## src/rtl/main_reg_file.sv

```systemverilog
// main_reg_file: 32 x DATA_WIDTH integer register file, x0 hardwired to 0.
// Ports: clk, reset (async, active-low), RegWrite/Rd/Write_data write port,
//        Rs1/Rs2 -> read_data1/read_data2 async reads, dbg_addr -> dbg_data.
module main_reg_file #(
  parameter int DATA_WIDTH = 32,
  parameter int ADDR_WIDTH = 5
) (
  input  logic                  clk,
  input  logic                  reset,
  input  logic                  RegWrite,
  input  logic [ADDR_WIDTH-1:0] Rs1,
  input  logic [ADDR_WIDTH-1:0] Rs2,
  input  logic [ADDR_WIDTH-1:0] Rd,
  input  logic [DATA_WIDTH-1:0] Write_data,
  output logic [DATA_WIDTH-1:0] read_data1,
  output logic [DATA_WIDTH-1:0] read_data2,
  input  logic [ADDR_WIDTH-1:0] dbg_addr,
  output logic [DATA_WIDTH-1:0] dbg_data
);

  localparam int DEPTH = 2 ** ADDR_WIDTH;

  logic [DATA_WIDTH-1:0] Registers [DEPTH];

  logic wr_en;
  assign wr_en = RegWrite && (Rd != '0);

  always_ff @(posedge clk or negedge reset) begin
    if (!reset) begin
      for (int i = 0; i < DEPTH; i++) begin
        Registers[i] <= '0;
      end
    end else if (wr_en) begin
      Registers[Rd] <= Write_data;
    end
  end

  function automatic logic [DATA_WIDTH-1:0] rd_port(
    input logic [ADDR_WIDTH-1:0] a
  );
    logic [DATA_WIDTH-1:0] v;
    v = '0;
    if (reset && (a != '0)) begin
      v = Registers[a];
    end
    return v;
  endfunction

  assign read_data1 = rd_port(Rs1);
  assign read_data2 = rd_port(Rs2);
  assign dbg_data   = rd_port(dbg_addr);

endmodule

```

## config.mk

```make
export PLATFORM = sky130hd
export DESIGN_NAME = main_reg_file
export DESIGN_NICKNAME = d
export VERILOG_FILES = /design/src/rtl/main_reg_file.sv
export SDC_FILE = /design/constraint.sdc
export NUM_CORES = 2
export LEC_CHECK = 0
export CAP_MARGIN = 20
export CORE_MARGIN = 5
export CORE_UTILIZATION = 48
export CTS_CLUSTER_SIZE = 28
export DETAILED_ROUTE_END_ITERATION = 8
export PLACE_DENSITY = 0.61
export SETUP_SLACK_MARGIN = 0.4
export SKIP_CTS_REPAIR_TIMING = 1
export SLEW_MARGIN = 10
export SYNTH_ARGS = -nofsm -noshare
export SYNTH_HDL_FRONTEND = slang
export SYNTH_SLANG_ARGS = --single-unit
```

## constraint.sdc

```tcl
create_clock -name clk -period 3.82 [get_ports clk]
set_clock_uncertainty 0.05 [all_clocks]
set_input_delay 0.955 -clock clk [delete_from_list [all_inputs] [get_ports clk]]
set_output_delay 0.955 -clock clk [all_outputs]
set_load 0.02 [all_outputs]
```

==> impl_metrics.ini <==
[yosys]
ys_top_cells_by_count = 1024 x dfrtp_1, 872 x mux2_2, 777 x mux2i_1
synth_top_area_cell = dfrtp_1
yosysSeqAreaShare_pct = 40.7
synth.distinct_cells = 38
synth.area.top_cells = dfrtp_1 41%, mux2_2 16%, mux4_2 14%
syn_area_um2 = 62900
synth_nets = 4883
synth_top_family_by_area = multiplexers
synthArstFlopShare_pct = 100
syn_avg_cell_area_um2 = 13.0
syn_inst = 4828
ys.flop_type = dfrtp_1
synth_edf_count = 0
synth.area.mux_share_pct = 43.7
synth_top_cell_area_share_pct = 40.7
yosysMostFrequentCell = dfrtp_1
yosys_warnings = 0
synthAdderAreaFrac_pct = 0
yosys.area_share.simple_pct = 4.39
synth_compound_area_share_pct = 6.73
synth_xor_area_share_pct = 0
yosys_register_bits = 1024

[worst_setup_path]
crit_arrival_ns = 3.16
crit_type = in -> out
startpoint_type = primary input
crit_required_ns = 2.81
endpoint_kind = output port
critical_path.max_fanout = 8
reg2reg_depth = 1

[routing]
routed_wl_um = 272000
vias_per_cell = 6.97
wl_per_cell_um = 36.9
num_vias = 51362
drc = 0
drt_iter0_drc = 6528
postRouteAntennaNets = 0
first_pass_iters = 7

[floorplanning]
start_util_pct = 48.5
rows = 132
die_h_um = 372
dieArea_um2 = 138000
ios = 151
core_area_um2 = 130000
dieWidth_um = 372

[global_route]
grt_pass1_vias = 48836
antenna_found_initial = 8
grt.total_usage_pct = 37.0
grt_max_degree = 155
grt_pass1_wl_um = 367000
grt-ovfl-total = 0

[clock_network]
cts_root_buf = clkbuf_16
cts.reportedPaths.clkPinSlew_ns = 0.06
cts_sinks = 1024
worstSkewPairLatency_ns = 0.75
cts_buffers = 119
cts_buffer_depth = 3
h-tree-depth = 3
cts_tree = built

[flow_run]
cap_violations = 0

[timing]
holdWs_ns = 0.124
slew_headroom_pct = 21.5
setup_violations = 50
fmax_ghz = 0.240
final-max-slew-violation-count = 0
min_period_over_period_pct = 109
hold_violations = 0
fin_ws_ns = -0.343
rsz0062_at_grt = yes
min_period_ns = 4.16
worst_pin_slew_ns = 1.17

[placed_design]
hpwl_um = 175000
port_buffers = 150
dp_cells = 6827
gp_congestion = 0.938

[cells_and_area]
fill_cells = 9934
reg.largest.list = Registers: 1024 flops
instances_no_fill = 7372
drive_gt1_share_pct = 49.0
nets = 5581
top_register = Registers
area_growth_pct = 29.1
largest_register_ffs = 1024

[outcome]
violations = setup timing
status = complete, but fails checks

[pwr]
ir_worst_vdd_v = 0.000499
power_density_nw_per_um2 = 454
p_leak_nw = 36.6

[worst_hold_path]
hp-class = in -> async
[worst max-delay path, cell delays in order]
cell	delay (ns)
buf_16	0.13
buf_12	0.14
buf_12	0.14
buf_12	0.10
mux4_2	0.53
a22o_1	0.23
a31oi_1	0.21
buf_4	0.15
nand4_1	0.19
buf_4	0.22
buf_12	0.14
[path summary, 6_finish.rpt]
kind	start	to	slack, ns
max	dbg_addr[0]	dbg_data[20]	-0.34
min	reset	Registers[55]	0.12
max reg2reg	Registers[122]	Registers[122]	2.91
min reg2reg	Registers[1012]	Registers[1012]	0.36
max in group asynchronous	reset	Registers[211]	1.32
min in group clk	Registers[1012]	Registers[1012]	0.36
[layout make-up]
type	instances	area (µm²)	area share, %
clock inverters	46	561	0.690
well taps	1742	2180	2.68
flip-flops and latches	1024	25600	31.5
repair buffers	1132	13600	16.7
diodes	6	15.0	0.0185
clock buffers	173	3570	4.40
multi-input cells	3249	35700	43.9
[cells in the final DEF (no fill, tap or decap), drive strengths merged, types with 2 or more instances in the layout]
master            n
a31oi            65
a22oi           385
a32oi             6
inv               2
clkdlybuf4s50    38
nor4bb            3
nor2             33
and4b             5
mux4            379
dfrtp          1024
nand3b            4
nand4            98
diode             6
nand3           204
buf            1059
clkinvlp          7
and2             11
mux2            992
and3             25
mux2i           777
clkbuf          205
nor3b             8
dlymetal6s2s      3
a22o             65
bufinv           11
nand2           111
clkinv           26
nor2b            12
a21oi            55
and4bb            2
o31a              2
[cells by family (layout without fill, tap and decap cells)]
| group | Yosys count | after routing |
|---|---|---|
| multiplexers | 2148 | 2148 |
| flip-flops | 1024 | 1024 |
| AO/OA/AOI/OAI | 581 | 581 |
| buffers and inverters | 555 | 1351 |
| AND/OR/NAND/NOR | 520 | 520 |
| other | 0 | 6 |
[through the flow]
| step | power [mW] | setup TNS [ns] | area [µm²] | util [%] | setup slack (ns) |
|---|---|---|---|---|---|
| 3_3_place_gp | 23.5 | -35.47 | 71500 | 55.0 | -0.602 |
| 3_5_place_dp | 23.8 | -37.89 | 71500 | 55.0 | -0.651 |
| 4_1_cts | 35.8 | -38.98 | 75600 | 58.2 | -0.668 |
| 5_1_grt | 38.1 | -4.22 | 81200 | 62.6 | -0.272 |
| 2_1_floorplan | 20.3 | 0 | 62900 | - | 0.401 |
| 6_report | 36.8 | -4.10 | 81200 | 62.6 | -0.343 |
[power breakdown]
part / leakage [nW] / switching, mW / internal, mW
sequential: 13.1 / 2.13 / 12.9
clock: 2.04 / 4.98 / 7.19
combinational: 21.4 / 4.30 / 5.33
[layer usage]
metal	vias up	GRT usage [%]	wire (µm)
li1	20244	-	-
met1	26560	50.2	104000
met2	3619	54.2	116000
met3	937	10.6	33200
met4	2	19.4	18800
met5	-	0	8
(Power assumes the default switching activity.)
